$ cat config.mk
export PLATFORM = sky130hd
export DESIGN_NAME = alu_sequencer
export DESIGN_NICKNAME = d
export VERILOG_FILES = /design/src/rtl/alu_seq_pkg.sv /design/src/rtl/reg_decode3to8.sv /design/src/rtl/alu_sequencer.sv
export SDC_FILE = /design/constraint.sdc
export NUM_CORES = 1
export LEC_CHECK = 0
export BUFFER_PORTS_ARGS = -buffer_cell sky130_fd_sc_hd__buf_2
export CAP_MARGIN = 20
export CORE_MARGIN = 4
export CORE_UTILIZATION = 49
export CTS_CLUSTER_DIAMETER = 150
export DETAILED_ROUTE_END_ITERATION = 10
export PLACE_DENSITY = 0.84
export SETUP_SLACK_MARGIN = 0.5
export SLEW_MARGIN = 25
export SYNTH_ARGS = -nofsm -noshare
export SYNTH_HDL_FRONTEND = slang
export SYNTH_HIERARCHICAL = 1
export SYNTH_SLANG_ARGS = --single-unit
$ cat constraint.sdc
create_clock -name CLKb -period 3.6 [get_ports CLKb]
set_clock_uncertainty 0.1 [all_clocks]
set_input_delay 0.54 -clock CLKb [delete_from_list [all_inputs] [get_ports CLKb]]
set_output_delay 0.54 -clock CLKb [all_outputs]
set_load 0.02 [all_outputs]
$ cat src/rtl/alu_seq_pkg.sv
// Shared definitions for the ALU sequencer: opcodes, FSM step codes and
// instruction-register field positions.
package alu_seq_pkg;

  // Opcodes; the ALU subset uses the same codes as the msALU operation select.
  typedef enum logic [2:0] {
    OP_ADD = 3'b000,
    OP_SUB = 3'b001,
    OP_INV = 3'b010,
    OP_AND = 3'b011,
    OP_OR  = 3'b100,
    OP_XOR = 3'b101,
    OP_MV  = 3'b110,
    OP_MVI = 3'b111
  } opcode_e;

  // Controller steps; T0 is idle.
  typedef logic [1:0] state_t;
  localparam state_t ST_T0 = 2'd0;
  localparam state_t ST_T1 = 2'd1;
  localparam state_t ST_T2 = 2'd2;
  localparam state_t ST_T3 = 2'd3;

  // Instruction register layout: [8:6] opcode, [5:3] Rx, [2:0] Ry.
  localparam int IR_W     = 9;
  localparam int IR_OP_HI = 8;
  localparam int IR_OP_LO = 6;
  localparam int IR_RX_HI = 5;
  localparam int IR_RX_LO = 3;
  localparam int IR_RY_HI = 2;
  localparam int IR_RY_LO = 0;

  // True for the two-operand ALU operations that take the three-step path.
  function automatic logic is_alu3(opcode_e op);
    logic r;
    case (op)
      OP_ADD, OP_SUB, OP_AND, OP_OR, OP_XOR: r = 1'b1;
      default:                               r = 1'b0;
    endcase
    return r;
  endfunction

endpackage

$ cat src/rtl/reg_decode3to8.sv
// One-hot register select decoder with enable; all outputs low when disabled.
module reg_decode3to8 #(
  parameter int N = 8
) (
  input  logic         en_i,
  input  logic [2:0]   idx_i,
  output logic [N-1:0] onehot_o
);

  // Decode the register index into a single active select line.
  always_comb begin
    onehot_o = '0;
    if (en_i) begin
      onehot_o = N'(1) << idx_i;
    end else begin
      onehot_o = '0;
    end
  end

endmodule

$ cat src/rtl/alu_sequencer.sv
// Multi-cycle controller for the shared-bus datapath (register file, msALU,
// DIN). Accepts one instruction per Run in T0 and sequences T1..T3.
// Optional build macro SEQ_INSTR_COUNT_EN adds a retired-instruction counter;
// without it InstrCount is tied to zero.
module alu_sequencer
  import alu_seq_pkg::*;
#(
  parameter int DATA_W   = 10,
  parameter int NUM_REGS = 8,
  parameter int CNT_W    = 16
) (
  input  logic                CLKb,
  input  logic                Resetn,
  input  logic                Run,
  input  logic [DATA_W-1:0]   DIN,
  output logic [NUM_REGS-1:0] Rin,
  output logic [NUM_REGS-1:0] Rout,
  output logic                DINout,
  output logic                Ain,
  output logic                Gin,
  output logic                Gout,
  output logic [2:0]          ALUControl,
  output logic                Done,
  output logic                Busy,
  output logic [CNT_W-1:0]    InstrCount
);

  state_t            state_q, state_d;
  logic [IR_W-1:0]   ir_q, ir_d;
  opcode_e           op_s;
  logic [2:0]        rx_s, ry_s, rout_idx_s;
  logic              rin_en_s, rout_en_s;
  logic              unused_din_s;

  assign op_s = opcode_e'(ir_q[IR_OP_HI:IR_OP_LO]);
  assign rx_s = ir_q[IR_RX_HI:IR_RX_LO];
  assign ry_s = ir_q[IR_RY_HI:IR_RY_LO];
  // Bits of DIN above the instruction field carry no meaning in T0.
  assign unused_din_s = ^DIN[DATA_W-1:IR_W];

  // Step and instruction-register update; reset aborts any instruction.
  always_ff @(posedge CLKb or negedge Resetn) begin
    if (!Resetn) begin
      state_q <= ST_T0;
      ir_q    <= '0;
    end else begin
      state_q <= state_d;
      ir_q    <= ir_d;
    end
  end

  // Next-step selection; Run only matters while idle.
  always_comb begin
    state_d = state_q;
    ir_d    = ir_q;
    case (state_q)
      ST_T0: begin
        if (Run) begin
          state_d = ST_T1;
          ir_d    = DIN[IR_W-1:0];
        end else begin
          state_d = ST_T0;
        end
      end
      ST_T1: begin
        if (op_s == OP_MV || op_s == OP_MVI) state_d = ST_T0;
        else                                 state_d = ST_T2;
      end
      ST_T2: begin
        if (op_s == OP_INV) state_d = ST_T0;
        else                state_d = ST_T3;
      end
      ST_T3:   state_d = ST_T0;
      default: state_d = ST_T0;
    endcase
  end

  // Datapath strobes as a pure function of step and instruction.
  always_comb begin
    rin_en_s   = 1'b0;
    rout_en_s  = 1'b0;
    rout_idx_s = 3'd0;
    DINout     = 1'b0;
    Ain        = 1'b0;
    Gin        = 1'b0;
    Gout       = 1'b0;
    Done       = 1'b0;
    ALUControl = 3'b000;
    case (state_q)
      ST_T1: begin
        case (op_s)
          OP_INV: begin
            rout_en_s  = 1'b1;
            rout_idx_s = ry_s;
            Gin        = 1'b1;
            ALUControl = ir_q[IR_OP_HI:IR_OP_LO];
          end
          OP_MV: begin
            rout_en_s  = 1'b1;
            rout_idx_s = ry_s;
            rin_en_s   = 1'b1;
            Done       = 1'b1;
          end
          OP_MVI: begin
            DINout   = 1'b1;
            rin_en_s = 1'b1;
            Done     = 1'b1;
          end
          default: begin
            rout_en_s  = 1'b1;
            rout_idx_s = rx_s;
            Ain        = 1'b1;
            ALUControl = ir_q[IR_OP_HI:IR_OP_LO];
          end
        endcase
      end
      ST_T2: begin
        if (op_s == OP_INV) begin
          Gout       = 1'b1;
          rin_en_s   = 1'b1;
          Done       = 1'b1;
          ALUControl = ir_q[IR_OP_HI:IR_OP_LO];
        end else if (is_alu3(op_s)) begin
          rout_en_s  = 1'b1;
          rout_idx_s = ry_s;
          Gin        = 1'b1;
          ALUControl = ir_q[IR_OP_HI:IR_OP_LO];
        end else begin
          Done = 1'b0;
        end
      end
      ST_T3: begin
        if (is_alu3(op_s)) begin
          Gout       = 1'b1;
          rin_en_s   = 1'b1;
          Done       = 1'b1;
          ALUControl = ir_q[IR_OP_HI:IR_OP_LO];
        end else begin
          Done = 1'b0;
        end
      end
      default: Done = 1'b0;
    endcase
  end

  assign Busy = (state_q != ST_T0);

  reg_decode3to8 #(.N(NUM_REGS)) u_rin_dec (
    .en_i     (rin_en_s),
    .idx_i    (rx_s),
    .onehot_o (Rin)
  );

  reg_decode3to8 #(.N(NUM_REGS)) u_rout_dec (
    .en_i     (rout_en_s),
    .idx_i    (rout_idx_s),
    .onehot_o (Rout)
  );

`ifdef SEQ_INSTR_COUNT_EN
  logic [CNT_W-1:0] cnt_q;

  // Count each retiring instruction, wrapping naturally at full scale.
  always_ff @(posedge CLKb or negedge Resetn) begin
    if (!Resetn) begin
      cnt_q <= '0;
    end else if (Done) begin
      cnt_q <= cnt_q + CNT_W'(1);
    end else begin
      cnt_q <= cnt_q;
    end
  end

  assign InstrCount = cnt_q;
`else
  assign InstrCount = '0;
`endif

endmodule

==> flow_metrics.py <==
metrics = {
    "outcome": {
        "outcome": "finished, final reports clean",
    },
    "finish": {
        "syn_to_final_growth_pct": 12.9,
        "drive_gt1_frac": 0.430,
        "layout.nets": 168,
        "final_cell_mix": "buf_2, conb_1, dfrtp_1",
        "layout_commonest_cell": "buf_2",
        "n_antenna_cell": 0,
    },
    "clock_tree": {
        "cts_buffer_depth": 2,
        "cts_tree": "built",
        "clkSinkCount": 11,
        "cts.repair.resized": 0,
        "post_cts_buffers": 0,
        "clock_latency_ps": 270,
        "cts_buffers": 3,
        "postCtsHoldBufs": 0,
        "cts_root_buf": "clkbuf_4",
        "cts.reportedPaths.clkPinSlew_ps": 80,
        "cts_max_level": 1,
    },
    "die": {
        "design.core.area_sq_um": 2040,
        "io-pin-count": 54,
        "die_y_microns": 55.5,
        "row_count": 16,
        "dieWidth_microns": 55.5,
        "start_util": 0.541,
        "die_area_sq_um": 3080,
    },
    "sta": {
        "rsz0062_at_grt": "false",
        "slew_viol_final": 0,
        "setup_viol": 0,
        "finalCritPeriodShare": 0.803,
        "fin_setup_tns_ps": 0,
        "finalHoldViolations": 0,
        "max_freq_mhz": 346,
        "period_minus_slack_ps": 2890,
    },
    "global_routing": {
        "antenna_found_initial": 0,
        "grt_pass1_wl_microns": 4220,
        "grt_pass1_vias": 943,
        "grt_usage": 0.163,
        "grt_start_max_net_pins": 16,
        "overflow": 0,
    },
    "synth": {
        "yosysSeqAreaShare": 0.249,
        "postSynth.asyncResetShare": 1.00,
        "yosysTopAreaCellShare": 0.249,
        "synth_area_leaders": "dfrtp_1, buf_4, mux2_2, ha_1, and4bb_1",
        "synth_flop_cell": "dfrtp_1",
        "synth_area_leader_cell": "dfrtp_1",
        "yosysWarnings": 6,
        "syn_inst": 115,
        "synth_seq_cells": 11,
        "syn_area_sq_um": 1100,
        "synth_edf_count": 0,
        "syn_avg_cell_area_sq_um": 9.61,
        "synth.distinct_cells": 34,
    },
    "setup_path": {
        "path_delay_family": "buffers and inverters",
        "critPathRequiredTime_ps": 2960,
        "cp_max_fo": 12,
        "critPathLaunchType": "register",
        "cp_num_buf_inv": 3,
        "cp-end-kind": "output pin",
        "crit_path_top_delay_cell": "ha_1",
        "cpPeakStageDelay_ps": 410,
        "worstPathCellList": "inv_1 -> ha_1 -> nand2b_1 -> o31ai_1 -> a211oi_1 -> buf_4 -> and4b_2 -> buf_2",
        "path_class": "reg -> out",
        "worstPathArrival_ps": 2250,
    },
    "drt": {
        "drtIter0Drc": 21,
        "routed_via_density": 5.36,
        "route.vias.total": 943,
        "wl_per_cell_microns": 14.6,
        "drc": 0,
        "dr.pass1.iters": 4,
        "drt-total-wl_microns": 2560,
        "drtAntennaViolNets": 0,
    },
    "placed_design": {
        "gp_congestion": 0.793,
        "port_buffers": 36,
        "dp_hpwl_microns": 1990,
    },
    "pwr": {
        "leakage_nw": 0.668,
        "power_density_nw_per_um2": 805,
        "power.total_mw": 1.00,
        "ir_drop_v": 0.000470,
    },
    "hold_path": {
        "hold_class": "in -> async",
    },
    "flow_run": {
        "cap_viol_max_count": 0,
    },
}
cell usage after synthesis, drive strengths merged, types with 3 or more instances:
master / count
a21o: 4
a22oi: 3
and4b: 6
and4bb: 6
buf: 22
dfrtp: 11
ha: 5
inv: 5
mux2: 9
nand2: 6
nand2b: 5
nand3: 6
nor2: 3
o21ai: 4
metal layers:
layer  up-vias  wire length [microns]  GRT usage
li1        462                      -          -
met1       445                   1070      0.181
met2        36                   1340      0.304
met3         0                    152     0.0373
met4         0                      0     0.0486
met5         -                      0          0
registers in the layout (all words and copies together) (netlist names):
name / flops
ir_q: 9
state_q: 2
final cells by class:
type                       instances  area [sq um]
timing repair buffer              37           188
inverter                           5          18.8
fill                             212           795
multi-input combinational         92           706
clock buffer                       4          26.3
sequential                        11           275
tap                               27          33.8
metrics by stage:
step	area, sq um	hold slack [ps]	setup WS (ps)	instances	utilization
2_1_floorplan	1160	144	703	130	-
3_3_place_gp	1220	321	1100	172	0.598
3_5_place_dp	1220	324	1000	172	0.598
4_1_cts	1250	32.1	708	176	0.611
5_1_grt	1250	33.3	541	176	0.611
6_report	1250	25.1	711	176	0.611
report_power, final:
| group | switching, mW | internal (mW) | total [mW] |
|---|---|---|---|
| clock | 0.0424 | 0.0428 | 0.0852 |
| sequential | 0.125 | 0.186 | 0.310 |
| combinational | 0.356 | 0.253 | 0.609 |
| total | 0.523 | 0.481 | 1.00 |
kinds of logic after synthesis:
group / after synthesis / share of synthesized area
other cells: 1 / 0.00339
mux: 9 / 0.0917
buf+inv: 27 / 0.163
compound gates: 22 / 0.142
simple gates: 40 / 0.294
fa+ha+maj: 5 / 0.0566
flops: 11 / 0.249
worst paths after layout:
path                              end  cells past startpoint  slack, ps       start
setup / recovery               Rin[5]                      8        710  state_q[1]
min in group CLKb             ir_q[0]                      2        400      DIN[0]
setup reg to reg           state_q[1]                      5       2010  state_q[0]
hold / removal                ir_q[2]                      1         30      Resetn
max in group asynchronous  state_q[0]                      1       3160      Resetn
hold reg to reg               ir_q[0]                      1        440     ir_q[0]
No activity file was read; power rests on OpenSTA's default activity.
